==> config.mk <==
export PLATFORM = sky130hd
export DESIGN_NAME = pak_dsp_cfg_master
export DESIGN_NICKNAME = d
export VERILOG_FILES = /design/src/rtl/pak_dsp_pkg.sv /design/src/rtl/pak_dsp_xor_acc.sv /design/src/rtl/pak_dsp_cfg_master.sv
export SDC_FILE = /design/constraint.sdc
export NUM_CORES = 1
export LEC_CHECK = 0
export CAP_MARGIN = 0
export CORE_MARGIN = 2
export CORE_UTILIZATION = 35
export CTS_BUF_LIST = sky130_fd_sc_hd__clkbuf_8 sky130_fd_sc_hd__clkbuf_16
export DETAILED_ROUTE_END_ITERATION = 7
export GPL_ROUTABILITY_DRIVEN = 0
export PLACE_DENSITY = 0.72
export SETUP_SLACK_MARGIN = 0.15
export SYNTH_ARGS = -nofsm -noshare
export SYNTH_HDL_FRONTEND = slang
export SYNTH_SLANG_ARGS = --single-unit
==> constraint.sdc <==
create_clock -name clk -period 2.1 [get_ports clk]
set_input_delay 0.63 -clock clk [delete_from_list [all_inputs] [get_ports clk]]
set_output_delay 0.63 -clock clk [all_outputs]
set_load 0.02 [all_outputs]
==> src/rtl/pak_dsp_pkg.sv <==
// Shared types and default constants for the pak_dsp configuration master.
// Holds the FSM state enum and the default coefficient map / control word.
package pak_dsp_pkg;

    typedef enum logic [2:0] {
        IDLE,
        LOAD,
        CTRL,
        READBACK,
        FINISH
    } cfg_state_t;

    localparam int DEF_NUM_COEFF  = 16;
    localparam int DEF_COEFF_BASE = 31;
    localparam int DEF_CTRL_ADDR  = 0;
    localparam int DEF_CTRL_VALUE = 64;

    // Width of a counter that must be able to hold the value n itself.
    function automatic int cnt_width(input int n);
        return (n < 1) ? 1 : $clog2(n + 1);
    endfunction

endpackage

==> src/rtl/pak_dsp_xor_acc.sv <==
// XOR checksum accumulator: clear has priority over enable, one word per cycle.
module pak_dsp_xor_acc #(
    parameter int DATA_WIDTH = 16
) (
    input  logic                  clk,
    input  logic                  arst_n,
    input  logic                  clr,
    input  logic                  en,
    input  logic [DATA_WIDTH-1:0] din,
    output logic [DATA_WIDTH-1:0] sum
);

    logic [DATA_WIDTH-1:0] sum_reg;

    // One toggle-style bit slice per data bit.
    for (genvar gi = 0; gi < DATA_WIDTH; gi++) begin : g_bit
        // Bit gi accumulates the parity of every enabled din[gi].
        always_ff @(posedge clk) begin
            if (!arst_n) begin
                sum_reg[gi] <= 1'b0;
            end else if (clr) begin
                sum_reg[gi] <= 1'b0;
            end else if (en) begin
                sum_reg[gi] <= sum_reg[gi] ^ din[gi];
            end
        end
    end

    assign sum = sum_reg;

endmodule

==> src/rtl/pak_dsp_cfg_master.sv <==
// Configuration master for pak_dsp: streams NUM_COEFF coefficient words into
// consecutive registers starting at COEFF_BASE, then writes the enable word
// to the control register and pulses done.
// Optional build macro PAK_DSP_CFG_READBACK_EN adds a readback pass that
// compares the XOR of the read words against the XOR of the written words.
module pak_dsp_cfg_master
    import pak_dsp_pkg::*;
#(
    parameter int DATA_WIDTH = 16,
    parameter int ADDR_WIDTH = 6,
    parameter int NUM_COEFF  = DEF_NUM_COEFF,
    parameter int COEFF_BASE = DEF_COEFF_BASE,
    parameter int CTRL_ADDR  = DEF_CTRL_ADDR,
    parameter int CTRL_VALUE = DEF_CTRL_VALUE
) (
    input  logic                  clk,
    input  logic                  arst_n,
    input  logic                  start,
    input  logic [DATA_WIDTH-1:0] cfg_data_in,
    input  logic                  cfg_valid_in,
    output logic                  cfg_ready_out,
    output logic [ADDR_WIDTH-1:0] addr,
    output logic                  write_en,
    output logic [DATA_WIDTH-1:0] wdata,
    input  logic [DATA_WIDTH-1:0] rdata,
    output logic                  busy,
    output logic                  done,
    output logic                  err
);

    localparam int              CW        = cnt_width(NUM_COEFF);
    localparam logic [CW-1:0]   LAST_CNT  = CW'(NUM_COEFF);
    localparam logic [ADDR_WIDTH-1:0] BASE_A = ADDR_WIDTH'(COEFF_BASE);
    localparam logic [ADDR_WIDTH-1:0] CTRL_A = ADDR_WIDTH'(CTRL_ADDR);
    localparam logic [DATA_WIDTH-1:0] CTRL_D = DATA_WIDTH'(CTRL_VALUE);

    cfg_state_t            state_reg, state_next;
    logic [CW-1:0]         acc_cnt_reg, acc_cnt_next;
    logic [ADDR_WIDTH-1:0] addr_reg, addr_next;
    logic [DATA_WIDTH-1:0] wdata_reg, wdata_next;
    logic                  write_en_reg, write_en_next;
    logic                  sum_clr;
    logic                  handshake;
    logic [DATA_WIDTH-1:0] wr_sum;

`ifdef PAK_DSP_CFG_READBACK_EN
    logic [CW-1:0]         rb_cnt_reg, rb_cnt_next;
    logic                  err_reg, err_next;
    logic                  rd_en;
    logic [DATA_WIDTH-1:0] rd_sum;
`endif

    // Ready only while the load still needs words; counter stops at NUM_COEFF.
    assign cfg_ready_out = (state_reg == LOAD) && (acc_cnt_reg != LAST_CNT);
    assign handshake     = cfg_valid_in & cfg_ready_out;

    // Checksum of every coefficient word accepted (each one is written next cycle).
    pak_dsp_xor_acc #(
        .DATA_WIDTH (DATA_WIDTH)
    ) u_wr_acc (
        .clk    (clk),
        .arst_n (arst_n),
        .clr    (sum_clr),
        .en     (handshake),
        .din    (cfg_data_in),
        .sum    (wr_sum)
    );

`ifdef PAK_DSP_CFG_READBACK_EN
    // Checksum of the words returned during readback.
    pak_dsp_xor_acc #(
        .DATA_WIDTH (DATA_WIDTH)
    ) u_rd_acc (
        .clk    (clk),
        .arst_n (arst_n),
        .clr    (sum_clr),
        .en     (rd_en),
        .din    (rdata),
        .sum    (rd_sum)
    );
`else
    // Without readback nothing consumes the read port or the write checksum.
    logic unused_sig;
    assign unused_sig = ^{rdata, wr_sum};
`endif

    // Next-state and registered-output computation.
    always_comb begin
        state_next    = state_reg;
        acc_cnt_next  = acc_cnt_reg;
        addr_next     = addr_reg;
        wdata_next    = wdata_reg;
        write_en_next = 1'b0;
        sum_clr       = 1'b0;
`ifdef PAK_DSP_CFG_READBACK_EN
        rb_cnt_next   = rb_cnt_reg;
        err_next      = err_reg;
        rd_en         = 1'b0;
`endif
        case (state_reg)
            IDLE: begin
                if (start) begin
                    state_next   = LOAD;
                    acc_cnt_next = '0;
                    sum_clr      = 1'b1;
`ifdef PAK_DSP_CFG_READBACK_EN
                    err_next     = 1'b0;
`endif
                end
            end
            LOAD: begin
                if (handshake) begin
                    write_en_next = 1'b1;
                    addr_next     = BASE_A + ADDR_WIDTH'(acc_cnt_reg);
                    wdata_next    = cfg_data_in;
                    acc_cnt_next  = acc_cnt_reg + 1'b1;
                end else if (acc_cnt_reg == LAST_CNT) begin
                    // Last coefficient is on the bus this cycle; control write follows.
                    state_next    = CTRL;
                    write_en_next = 1'b1;
                    addr_next     = CTRL_A;
                    wdata_next    = CTRL_D;
                end
            end
            CTRL: begin
`ifdef PAK_DSP_CFG_READBACK_EN
                state_next  = READBACK;
                rb_cnt_next = '0;
                addr_next   = BASE_A;
`else
                state_next  = FINISH;
`endif
            end
            READBACK: begin
`ifdef PAK_DSP_CFG_READBACK_EN
                // rdata lags the address by one cycle, so cycle 0 carries nothing.
                rd_en = (rb_cnt_reg != '0);
                if (rb_cnt_reg == LAST_CNT) begin
                    state_next = FINISH;
                    err_next   = ((rd_sum ^ rdata) != wr_sum);
                end else begin
                    rb_cnt_next = rb_cnt_reg + 1'b1;
                    if (rb_cnt_reg != LAST_CNT - 1'b1) begin
                        addr_next = BASE_A + ADDR_WIDTH'(rb_cnt_reg + 1'b1);
                    end
                end
`else
                state_next = IDLE;
`endif
            end
            FINISH: begin
                state_next = IDLE;
            end
            default: begin
                state_next = IDLE;
            end
        endcase
    end

    // FSM state register.
    always_ff @(posedge clk) begin
        if (!arst_n) begin
            state_reg <= IDLE;
        end else begin
            state_reg <= state_next;
        end
    end

    // Datapath registers: counters and the register-bus outputs.
    always_ff @(posedge clk) begin
        if (!arst_n) begin
            acc_cnt_reg  <= '0;
            addr_reg     <= '0;
            wdata_reg    <= '0;
            write_en_reg <= 1'b0;
`ifdef PAK_DSP_CFG_READBACK_EN
            rb_cnt_reg   <= '0;
            err_reg      <= 1'b0;
`endif
        end else begin
            acc_cnt_reg  <= acc_cnt_next;
            addr_reg     <= addr_next;
            wdata_reg    <= wdata_next;
            write_en_reg <= write_en_next;
`ifdef PAK_DSP_CFG_READBACK_EN
            rb_cnt_reg   <= rb_cnt_next;
            err_reg      <= err_next;
`endif
        end
    end

    assign addr     = addr_reg;
    assign wdata    = wdata_reg;
    assign write_en = write_en_reg;
    assign busy     = (state_reg != IDLE);
    assign done     = (state_reg == FINISH);
`ifdef PAK_DSP_CFG_READBACK_EN
    assign err      = err_reg;
`else
    assign err      = 1'b0;
`endif

endmodule

; ---- Word-level counts from Yosys, hierarchy flattened
; Cells that the tools add are included.
[totals]
rom_bits = 0
latch_bits = 0
n_memories = 0
mem_bits_rw = 0
regBits = 31
out_inout_bits = 27
word_cells = 39
inputBits = 36
[op_classes]
n_eq_ne = 9
addsub = 2
reduce_logical = 9
n_div = 0
n_lt_le_gt_ge = 0
mux = 13
shift = 0
n_bitwise = 1
n_mul = 0
[op_table]
columns = op, n
row1 = $mux W16, 2
row2 = $mux W6, 2
row3 = $mux W5, 2
row4 = $pmux W5 S2, 1
row5 = $mux W3, 3
row6 = $pmux W3 S3, 1
row7 = $add A5 B5 Y6 const A, 1
row8 = $ne A2 B2 Y1 const B, 3
row9 = $reduce_and A3 Y1, 2
row10 = $add A5 B1 Y5 const B, 1
row11 = $eq A5 B5 Y1 const B, 1
row12 = $ne A5 B5 Y1 const B, 1
row13 = $reduce_and A2 Y1, 2
row14 = $reduce_bool A2 Y1, 2
row15 = $eq A3 B1 Y1 const B, 1
row16 = $eq A3 B2 Y1 const B, 1
row17 = $eq A3 B3 Y1 const B, 1
row18 = $logic_not A3 Y1, 1
row19 = $reduce_bool A3 Y1, 1
row20 = $mux W1, 2
row21 = $ne A2 B1 Y1 const B, 1
row22 = $and A1 B1 Y1, 1
row23 = $logic_and A1 B1 Y1, 1

; ---- Logic depth before layout (Yosys ltp)
[depth]
depth_word = 5
mapped_depth = 8

; ---- Worst setup path after synthesis
; OpenSTA, ideal clock, no wires.
[synth_path]
path_kind = register to output
startpoint = register acc_cnt_reg[0]
endpoint = output port cfg_ready_out
path_buffers = 1
stages_incl_launch_ff = 6
required_ns = 1.470
setup_slack_ns = 0.256
arrival_ns = 1.214
path_cell_list = dfxtp_1 inv_1 ha_1 nor4bb_1 buf_4 nor2_1
[synth_between]
elab_chain_len = 2
[synth_lines]
columns = element, line_no
row1 = start: declaration, pak_dsp_cfg_master.sv:38  ; logic [CW-1:0] acc_cnt_reg, acc_cnt_next;
row2 = start signal: assignment, pak_dsp_cfg_master.sv:181  ; acc_cnt_reg <= acc_cnt_next;
row3 = $ne A5 B5 Y1, pak_dsp_cfg_master.sv:54  ; assign cfg_ready_out = (state_reg == LOAD) && (acc_cnt_reg != LAST_CNT);
row4 = $logic_and A1 B1 Y1, pak_dsp_cfg_master.sv:54
row5 = end: declaration, pak_dsp_cfg_master.sv:21  ; output logic cfg_ready_out,
; No other way between the ends.

; ---- Worst setup path after layout
; Same ends and word-level chain as after synthesis.

==> impl_results.md <==
* Die Y-Extent at 63.6 um
* Vias at 1,115
* Cell Area, Synth at 1240 um^2
* Arrival time at the worst endpoint at 1.29 ns
* Global-route wire length before repair at 4830 um
* Initial antenna violation count at 0
* Crit Path Max Fanout at 2
* # rows at 21
* Netlist cell types at 35
* Final hold vios at 0
* Place WS at -0.0759 ns
* Slowest cell on the critical path: dfxtp_1
* DR iter-0 viols at 36
* Total routing usage reported by global routing at 0.149
* Peak VDD IR at 0.480 mV
* Critical path type: reg -> out
* DR WL met2 at 1400 um
* Die Wd at 63.6 um
* Max-slew violation count at 0
* M1 wire length at 1280 um
* Largest net degree at the start of global routing at 23
* Synth Register Bits at 31
* # IOs at 63
* Reg clk slew, reported paths at 0.06 ns
* Num CTS Buffers at 5
* F_max at 0.521 GHz
* CORE AREA at 3360 um^2
* CTS tree: done
* Ys Warns at 0
* Critical path required time at 1.47 ns
* CTS H-tree depth at 2
* Vias per inst at 4.98
* PwrDens at 736 nW/um^2
* Syn_area_per_cell at 10.2 um^2
* CP Cell Sequence: inv_1 -> ha_1 -> nor4bb_4 -> nor2_1 -> buf_4
* Worst path max stage delay at 0.31 ns
* Share of layout cells above drive strength 1 at 0.146
* Detailed Route WL at 2860 um
* Clock insertion delay at the later pin of the skew report at 0.27 ns
* Setup violators final at 0
* Leak Pwr at 0.775 nW
* Diode count at 0
* Outcome: finished, final reports clean
* Min cycle time layout at 1.92 ns
* CP Launch Type: flop
* Hold_buf cts at 0
* DRC at 0
* DPL Wire Length at 2080 um
* DR WL/cell at 12.8 um
* Die ar. at 4040 um^2
* Overall power at 1.43 mW
* Largest register FFs at 16
* Tcrit/Tclk final at 0.913
* Met3 wire len at 119 um
* Max Cap Viol at 0
* Clock skew after layout at 0.00565 ns
* Drt pass-1 iters at 4
* Hold Path Class: reg -> reg
* Vias in the first global route at 1,121
* Clk sink count at 31
* Syn Nets at 161
* Clock Tree Buf Depth at 2
* Area delta synth->final at 56.0%
* IO buf count at 45
* GRT overflow at 0
* ANT nets after route at 0
* RSZ-0062 raised after global routing: true
* # nets final at 216
* Root buf cell: clkbuf_8
* Fraction of the yosys area taken by sequential cells at 0.499
* Worst Setup End Kind: output port
* Initial Util at 0.369
* Cells after synthesis at 122
* Fin worst setup slack at 0.182 ns
* DR top layer: met4
==> worst max-delay path, delay by kind of cell, from the launching register on <==
kind                       cells  cell delay [ns]
adders and majority gates      1             0.16
DFF                            1             0.31
and+or+nand+nor                2             0.31
buffers and inverters          2             0.23
==> placed cells by master (no fill, tap or decap), drive strengths merged, types with 3 or more instances in the layout <==
master,synthesis,final
clkbuf,2,6
buf,8,14
inv,4,4
clkdlybuf4s50,0,42
nand2,13,13
nor2,9,9
a22o,20,20
dfxtp,31,31
ha,3,3
==> area by class of cell <==
class	count	area (um^2)
Tap cell	46	57.6
Sequential cell	31	621
Clock buffer	6	82.6
Inverter	4	15.0
Fill cell	302	1430
Clock inverter	2	35.0
Timing Repair Buffer	58	571
Multi-Input combinational cell	77	557
==> cell families after synthesis <==
| logic type | after synthesis | synth area share |
|---|---|---|
| other | 1 | 0.00302 |
| AOI/OAI and AO/OA | 33 | 0.225 |
| DFF | 31 | 0.500 |
| buffers and inverters | 14 | 0.0644 |
| adders and majority gates | 3 | 0.0302 |
| xor gates and xnor gates | 3 | 0.0212 |
| and+or+nand+nor | 37 | 0.157 |
==> layer usage <==
layer / vias to the layer above / GRT usage
li1: 546 / -
met3: 4 / 0.0339
met5: - / 0
met4: 0 / 0.0734
met2: 30 / 0.246
met1: 535 / 0.180
==> worst paths after layout <==
kind | start | cells after the start | endpoint | slack (ns)
setup reg to reg | acc_cnt_reg[0]$_SDFFE_PN0P_ | 8 | addr[3]$_SDFFE_PN0P_ | 0.41
setup / recovery | acc_cnt_reg[0]$_SDFFE_PN0P_ | 5 | cfg_ready_out | 0.18
hold reg to reg | wdata[5]$_SDFFE_PN0P_ | 1 | wdata[5]$_SDFFE_PN0P_ | 0.47
hold / removal | wdata[5]$_SDFFE_PN0P_ | 1 | wdata[5]$_SDFFE_PN0P_ | 0.47
==> report_power, final <==
part | leakage (nW) | switching (mW) | internal [mW]
combinational | 0.462 | 0.0910 | 0.112
clock | 0.0612 | 0.212 | 0.383
sequential | 0.253 | 0.0140 | 0.612
total | 0.775 | 0.317 | 1.11
==> timing repair <==
item                                    in CTS  in global routing
pin swaps                                    0                  1
gates resized for setup                      8                  3
endpoints found under the setup margin       3                  3
buffers inserted                             0                  0
==> through the flow <==
step / hold WS [ns] / std cells / TNS (ns) / cell area (um^2) / utilization
final: 0.474 / 224 / 0 / 1940 / 0.576
after global routing: 0.493 / 224 / 0 / 1940 / 0.576
after CTS: 0.478 / 224 / 0 / 1930 / 0.575
after detailed placement: 0.462 / 216 / -0.0759 / 1810 / 0.538
after global placement: 0.456 / 216 / -0.0668 / 1810 / 0.538
after floorplan: 0.442 / 122 / 0 / 1240 / -
==> Yosys cell counts <==
master	count	area share
nor4bb_1	2	0.016
xnor2_1	1	0.0071
and2_1	1	0.0050
a31o_1	2	0.014
buf_6	2	0.018
nor2b_2	1	0.0071
xor2_1	2	0.014
o211a_4	1	0.014
o31ai_1	2	0.012
dfxtp_1	31	0.50
nor3b_1	1	0.0060
nor3_2	1	0.0081
buf_4	2	0.012
a22o_1	20	0.14
clkbuf_1	2	0.0060
nand4bb_1	1	0.0091
a31oi_1	1	0.0050
inv_1	4	0.012
o21bai_1	1	0.0060
ha_1	3	0.030
o2bb2ai_1	1	0.0071
o41ai_1	1	0.0071
and4_1	1	0.0071
nand2_1	13	0.039
o22ai_1	2	0.010
and3_1	1	0.0050
buf_2	4	0.016
conb_1	1	0.0030
nor3_1	1	0.0040
nor2_1	9	0.027
o21ai_1	1	0.0040
nand2b_1	1	0.0050
a21oi_1	1	0.0040
or3_1	2	0.010
nand3_1	2	0.0081
No activity file was read; power rests on OpenSTA's default activity.
